===== config.mk =====
export PLATFORM = sky130hd
export DESIGN_NAME = a_master_requester
export DESIGN_NICKNAME = d
export VERILOG_FILES = /design/src/rtl/a_master_requester.sv
export SDC_FILE = /design/constraint.sdc
export NUM_CORES = 1
export LEC_CHECK = 0
export CAP_MARGIN = 20
export CORE_UTILIZATION = 31
export CTS_CLUSTER_SIZE = 10
export DETAILED_ROUTE_END_ITERATION = 8
export PLACE_DENSITY = 0.56
export SLEW_MARGIN = 10
export SYNTH_ARGS = -nofsm -noshare
export SYNTH_HDL_FRONTEND = slang
export SYNTH_SLANG_ARGS = --single-unit

===== constraint.sdc =====
create_clock -name clk -period 2.05 [get_ports clk]
set_input_delay 0.41 -clock clk [delete_from_list [all_inputs] [get_ports clk]]
set_output_delay 0.41 -clock clk [all_outputs]
set_load 0.005 [all_outputs]

===== src/rtl/a_master_requester.sv =====
// Bus-master requester: serialises a slave-ID request to the bus controller and tracks grant/preempt frames.
// Optional grant-wait timeout is built when A_MASTER_REQUESTER_TIMEOUT_EN is defined.
module a_master_requester #(
  parameter int NO_SLAVES  = 3,
  parameter int S_ID_WIDTH = $clog2(NO_SLAVES + 1),
  parameter int TIMEOUT    = 64
) (
  input  logic                  clk,
  input  logic                  rst,
  input  logic                  req,
  input  logic [S_ID_WIDTH-1:0] slave_id,
  input  logic                  done,
  output logic                  ready,
  output logic                  granted,
  output logic                  preempted,
  output logic                  timeout,
  output logic                  arb_req,
  input  logic                  arb_grant
);

  localparam int              CNT_W    = $clog2(S_ID_WIDTH + 1);
  localparam logic [CNT_W-1:0] BIT_LAST = CNT_W'(S_ID_WIDTH);

  typedef enum logic [2:0] {
    ST_IDLE,
    ST_SEND_ID,
    ST_WAIT_GRANT,
    ST_GRANTED,
    ST_PREEMPTED
  } state_t;

  state_t                r_state;
  state_t                w_state_next;
  logic [CNT_W-1:0]      r_bit_cnt;
  logic [S_ID_WIDTH-1:0] r_id_sr;
  logic [1:0]            r_dec_cnt;
  logic                  r_dec_msb;
  logic                  w_accept;
  logic                  w_dec_en;
  logic                  w_frame_done;
  logic                  w_grant_rx;
  logic                  w_stop_rx;
  logic                  w_timeout_hit;

  if (TIMEOUT < 1) begin : g_bad_timeout
    $error("a_master_requester: TIMEOUT must be at least 1");
  end

  assign w_accept     = (r_state == ST_IDLE) && req && (slave_id != '0);
  assign w_dec_en     = (r_state == ST_WAIT_GRANT) || (r_state == ST_GRANTED) ||
                        (r_state == ST_PREEMPTED);
  assign w_frame_done = w_dec_en && (r_dec_cnt == 2'd2);
  assign w_grant_rx   = w_frame_done && r_dec_msb && arb_grant;
  assign w_stop_rx    = w_frame_done && r_dec_msb && !arb_grant;

  // NOTE: sequential state uses non-blocking assignments so every register samples pre-edge values.
  always_ff @(posedge clk or posedge rst) begin
    if (rst) r_state <= ST_IDLE;
    else     r_state <= w_state_next;
  end

  // ID shifter: start bit on count 0, then one ID bit per cycle, MSB first.
  always_ff @(posedge clk or posedge rst) begin
    if (rst) begin
      r_bit_cnt <= '0;
      r_id_sr   <= '0;
    end else begin
      if (w_accept)
        r_id_sr <= slave_id;
      else if ((r_state == ST_SEND_ID) && (r_bit_cnt != '0))
        r_id_sr <= r_id_sr << 1;

      if ((r_state == ST_SEND_ID) && (r_bit_cnt != BIT_LAST))
        r_bit_cnt <= r_bit_cnt + 1'b1;
      else
        r_bit_cnt <= '0;
    end
  end

  // Controller frame decoder: hunt for start bit, capture code MSB, complete on code LSB.
  always_ff @(posedge clk or posedge rst) begin
    if (rst) begin
      r_dec_cnt <= 2'd0;
      r_dec_msb <= 1'b0;
    end else if (!w_dec_en) begin
      r_dec_cnt <= 2'd0;
      r_dec_msb <= 1'b0;
    end else begin
      case (r_dec_cnt)
        2'd0: if (arb_grant) r_dec_cnt <= 2'd1;
        2'd1: begin
          r_dec_msb <= arb_grant;
          r_dec_cnt <= 2'd2;
        end
        default: r_dec_cnt <= 2'd0;
      endcase
    end
  end

  // NOTE: every output of this block gets a default first, so no path can infer a latch.
  always_comb begin
    w_state_next = r_state;
    ready        = 1'b0;
    granted      = 1'b0;
    preempted    = 1'b0;
    arb_req      = 1'b1;
    case (r_state)
      ST_IDLE: begin
        ready   = 1'b1;
        arb_req = 1'b0;
        if (w_accept) w_state_next = ST_SEND_ID;
      end
      ST_SEND_ID: begin
        arb_req = (r_bit_cnt == '0) ? 1'b1 : r_id_sr[S_ID_WIDTH-1];
        if (r_bit_cnt == BIT_LAST) w_state_next = ST_WAIT_GRANT;
      end
      ST_WAIT_GRANT: begin
        if (done)               w_state_next = ST_IDLE;
        else if (w_grant_rx)    w_state_next = ST_GRANTED;
        else if (w_timeout_hit) w_state_next = ST_IDLE;
      end
      ST_GRANTED: begin
        granted = 1'b1;
        if (done)           w_state_next = ST_IDLE;
        else if (w_stop_rx) w_state_next = ST_PREEMPTED;
      end
      ST_PREEMPTED: begin
        preempted = 1'b1;
        if (done)            w_state_next = ST_IDLE;
        else if (w_grant_rx) w_state_next = ST_GRANTED;
      end
      default: w_state_next = ST_IDLE;
    endcase
  end

`ifdef A_MASTER_REQUESTER_TIMEOUT_EN
  localparam int              TO_W    = $clog2(TIMEOUT + 1);
  localparam logic [TO_W-1:0] TO_LAST = TO_W'(TIMEOUT - 1);

  logic [TO_W-1:0] r_wait_cnt;
  logic            r_timeout;

  assign w_timeout_hit = (r_state == ST_WAIT_GRANT) && (r_wait_cnt == TO_LAST);

  // Counter restarts whenever WAIT_GRANT is entered; done or a grant override the timeout.
  always_ff @(posedge clk or posedge rst) begin
    if (rst) begin
      r_wait_cnt <= '0;
      r_timeout  <= 1'b0;
    end else begin
      r_timeout <= w_timeout_hit && !done && !w_grant_rx;
      if ((r_state == ST_WAIT_GRANT) && (w_state_next == ST_WAIT_GRANT))
        r_wait_cnt <= r_wait_cnt + 1'b1;
      else
        r_wait_cnt <= '0;
    end
  end

  assign timeout = r_timeout;
`else
  assign w_timeout_hit = 1'b0;
  assign timeout       = 1'b0;
`endif

endmodule


==> results of run 1 <==
cells in the mapped netlist, types with 2 or more instances:
cell,n
nand2b_1,2
a21oi_1,3
nor2_1,4
or3_1,3
nor3_1,4
o21ai_0,3
nor2b_1,2
inv_1,6
buf_4,2
nand3_1,2
nor4_1,2
dfrtp_1,10
buf_6,2
ha_1,2
a311o_1,2
worst max-delay path by stage:
stage | endpoint | cells after the start
6_report | granted | 3
5_1_grt | granted | 3
4_1_cts | granted | 3
3_5_place_dp | r_state[0]$_DFFE_PP0P_ | 5
3_3_place_gp | r_state[0]$_DFFE_PP0P_ | 5
2_1_floorplan | r_state[0]$_DFFE_PP0P_ | 5
worst max-delay path, delay by kind of cell (launching register included):
family	cells	cell delay, ns
DFF	1	0.38
and+or+nand+nor	2	0.40
buffers and inverters	1	0.51
per-layer routing:
metal	track usage, %	part of all wire (%)	wire length, um
met4	5.143	0	0
met2	18.63	50	600
met1	17.29	47	563
met5	0	0	0
met3	3.396	2.0	24
cells by family (layout without fill, tap and decap cells):
group | Yosys count | after routing | synth area share [%]
compound gates | 14 | 14 | 15.62
xor+xnor | 1 | 1 | 1.367
fa+ha+maj | 2 | 2 | 3.906
buf+inv | 10 | 24 | 9.374
flops | 10 | 10 | 39.06
mux | 1 | 1 | 1.563
other cells | 1 | 1 | 0.5854
simple gates | 29 | 29 | 28.52
final cells by class:
class	instances	area, um2	share of cell area [%]
inverters	6	22.52	2.761
repair buffers	14	130.1	15.95
flip-flops and latches	10	251.5	30.83
clock buffers	4	36.28	4.448
well taps	27	33.78	4.141
multi-input cells	48	341.6	41.87
registers in the layout, indices dropped and copies added (netlist names):
name / count
r_dec_msb: 1
r_dec_cnt: 2
r_state: 3
r_id_sr: 2
r_bit_cnt: 2
stage by stage:
step	util, %	cells
after global placement	39.09	105
after CTS	41.01	109
after floorplan	-	68
final	41.58	109
after global routing	41.58	109
after detailed placement	39.09	105
power groups by stage:
stage          logic [uW]  registers, uW  clock network [uW]
6_report              472            316                 171
5_1_grt               537            328                 188
3_3_place_gp          452            317                   0
4_1_cts               456            315                 178
2_1_floorplan         342            285                   0
3_5_place_dp          455            317                   0
cells in the final DEF, fill, tap and decap left out, types with 2 or more instances in the layout:
cell type	netlist	final
clkdlybuf4s50_1	0	10
dfrtp_1	10	9
inv_1	6	6
buf_4	2	4
nor3_1	4	3
or3_1	3	3
o21ai_0	3	3
a21oi_1	3	3
nor2_1	4	3
clkbuf_4	0	3
nor3_2	1	2
nor2b_1	2	2
a311o_1	2	2
nand3_1	2	2
nor4_1	2	2
nand2b_1	2	2
ha_1	2	2
timing repair:
action / 4_1_cts / 5_1_grt
endpoints found under the setup margin: 1 / 2
gates resized for setup: 1 / 3
setup buffers: 0 / 0
==> flow_metrics.py, run 1 <==
metrics = {
    "status": {
        "status": "complete, no violations",
    },
    "cells_and_area": {
        "nFillCells": 216,
        "antenna_cells": 0,
        "layout-drive-gt1-share_pct": 18.29,
        "syn_to_final_growth_pct": 27.34,
        "fin_area_um2": 815.8,
        "layout.nets": 92,
    },
    "worst_setup_path": {
        "cp-end-kind": "primary output",
        "r2r_start": "r_state[2]$_DFFE_PP0P_",
        "cp-startpoint": "r_state[2]$_DFFE_PP0P_",
        "worst_ep_arrival_time_ns": 1.54,
        "crit_path_cell_trace": "or2b_4 > nor2_2 > clkdlybuf4s50_1",
        "rr_worst_depth": 6,
        "max_stage_delay_ns": 0.51,
        "cp.required_ns": 1.64,
        "crit_slowest_cell": "clkdlybuf4s50_1",
        "rr_endpoint": "r_state[0]$_DFFE_PP0P_",
        "critPathKind": "register to primary output",
        "crit_fanout": 4,
        "r2r_slack_ns": 0.36,
        "critPathLaunchType": "register",
    },
    "pwr": {
        "p_switching_uw": 336.9,
        "p_leak_uw": 0.0003394,
        "combPwrFrac_pct": 49.2,
        "p_per_area_nw_per_um2": 1177,
        "ir_worst_vdd_mv": 0.4931,
        "swShare_pct": 35.08,
        "total_power_uw": 960.3,
        "internal_power_uw": 623.4,
        "seqPwrFrac_pct": 33.0,
        "clockPowerShare_pct": 17.9,
    },
    "cts": {
        "cts_tree": "built",
        "clkTransAtPathRegs_ns": 0.07,
        "insertion_delay_ns": 0.26,
        "h-tree-depth": 1,
        "cts_buffer_depth": 2,
        "cts-root-buf": "clkbuf_4",
        "ctsHoldBuffers": 0,
        "cts_buffers": 3,
        "numClockSinks": 10,
    },
    "yosys": {
        "ys_ff_latch": 10,
        "ys_top_cells_by_area": "dfrtp_1, ha_1, buf_6",
        "postSynthCellCount": 68,
        "synth_cell_types": 34,
        "synth_edf_count": 0,
        "yosysSeqAreaShare_pct": 39.06,
        "synth_area_leader_cell": "dfrtp_1",
        "syn_avg_cell_area_um2": 9.421,
        "synthesis.area_um2": 640.6,
        "synth_top_area_share_pct": 39.06,
        "syn-num-nets": 77,
        "ys_async_sr_fraction_pct": 100.0,
        "ys_warn_count": 0,
        "synth_flop_cell": "dfrtp_1",
    },
    "timing": {
        "holdWs_ns": 0.4224,
        "final-setup-viol-count": 0,
        "hold_violations": 0,
        "rsz0062_at_grt": "false",
        "skew_ns": 0.005507,
        "drv_slew": 0,
        "setup_tns_ns": 0,
        "fin_crit_ns": 1.952,
        "fmax_ghz": 0.5123,
        "worst_slack_ns": 0.09790,
        "finalCritPeriodShare_pct": 95.22,
    },
    "routing": {
        "vias": 520,
        "avgRoutedWirePerCell_um": 10.91,
        "final_antenna_net_count": 0,
        "first_iter_violations": 9,
        "avgViaCountPerCell": 4.771,
        "drc": 0,
        "firstDrtPassIters": 3,
        "wirelength_um": 1189,
    },
    "place": {
        "dp_worst_setup_slack_ns": 0.09012,
        "placed_area_um2": 767.0,
        "dp_hpwl_um": 907.1,
        "io_buffers": 10,
        "place.gp.congestion": 0.7319,
    },
    "global_routing": {
        "antenna_found_initial": 0,
        "grt_max_degree": 13,
        "track_usage_pct": 12.57,
        "grt_pass1_vias": 484,
        "overflow": 0,
        "grt_first_pass_wirelength_um": 1987,
    },
    "floorplan": {
        "initial_core_util_pct": 32.65,
        "dieArea_um2": 2252,
        "num_io_pins": 12,
        "num_rows": 16,
        "die_y_um": 47.46,
        "core_area_um2": 1962,
        "die_width_um": 47.46,
    },
    "hold_path": {
        "hold_class": "input pin to asynchronous set/reset pin",
    },
    "flow_run": {
        "cap_violations": 0,
    },
}
Note: power is estimated with default switching activity, not from simulation.
==> run 2, diff against run 1 <==
--- a/config.mk
+++ b/config.mk
@@ -7,10 +7,9 @@
 export LEC_CHECK = 0
 export CAP_MARGIN = 20
 export CORE_UTILIZATION = 31
-export CTS_CLUSTER_SIZE = 10
+export CTS_CLUSTER_SIZE = 8
 export DETAILED_ROUTE_END_ITERATION = 8
 export PLACE_DENSITY = 0.56
-export SLEW_MARGIN = 10
 export SYNTH_ARGS = -nofsm -noshare
 export SYNTH_HDL_FRONTEND = slang
 export SYNTH_SLANG_ARGS = --single-unit
==> results of run 2 <==
Final layout, timing and power as in run 1 (identical DEF).
==> run 3, diff against run 2 <==
--- a/config.mk
+++ b/config.mk
@@ -7,9 +7,9 @@
 export LEC_CHECK = 0
 export CAP_MARGIN = 20
 export CORE_UTILIZATION = 31
-export CTS_CLUSTER_SIZE = 8
 export DETAILED_ROUTE_END_ITERATION = 8
 export PLACE_DENSITY = 0.56
 export SYNTH_ARGS = -nofsm -noshare
 export SYNTH_HDL_FRONTEND = slang
 export SYNTH_SLANG_ARGS = --single-unit
+export TNS_END_PERCENT = 100
==> results of run 3 <==
Final layout, timing and power as in run 1 (identical DEF).
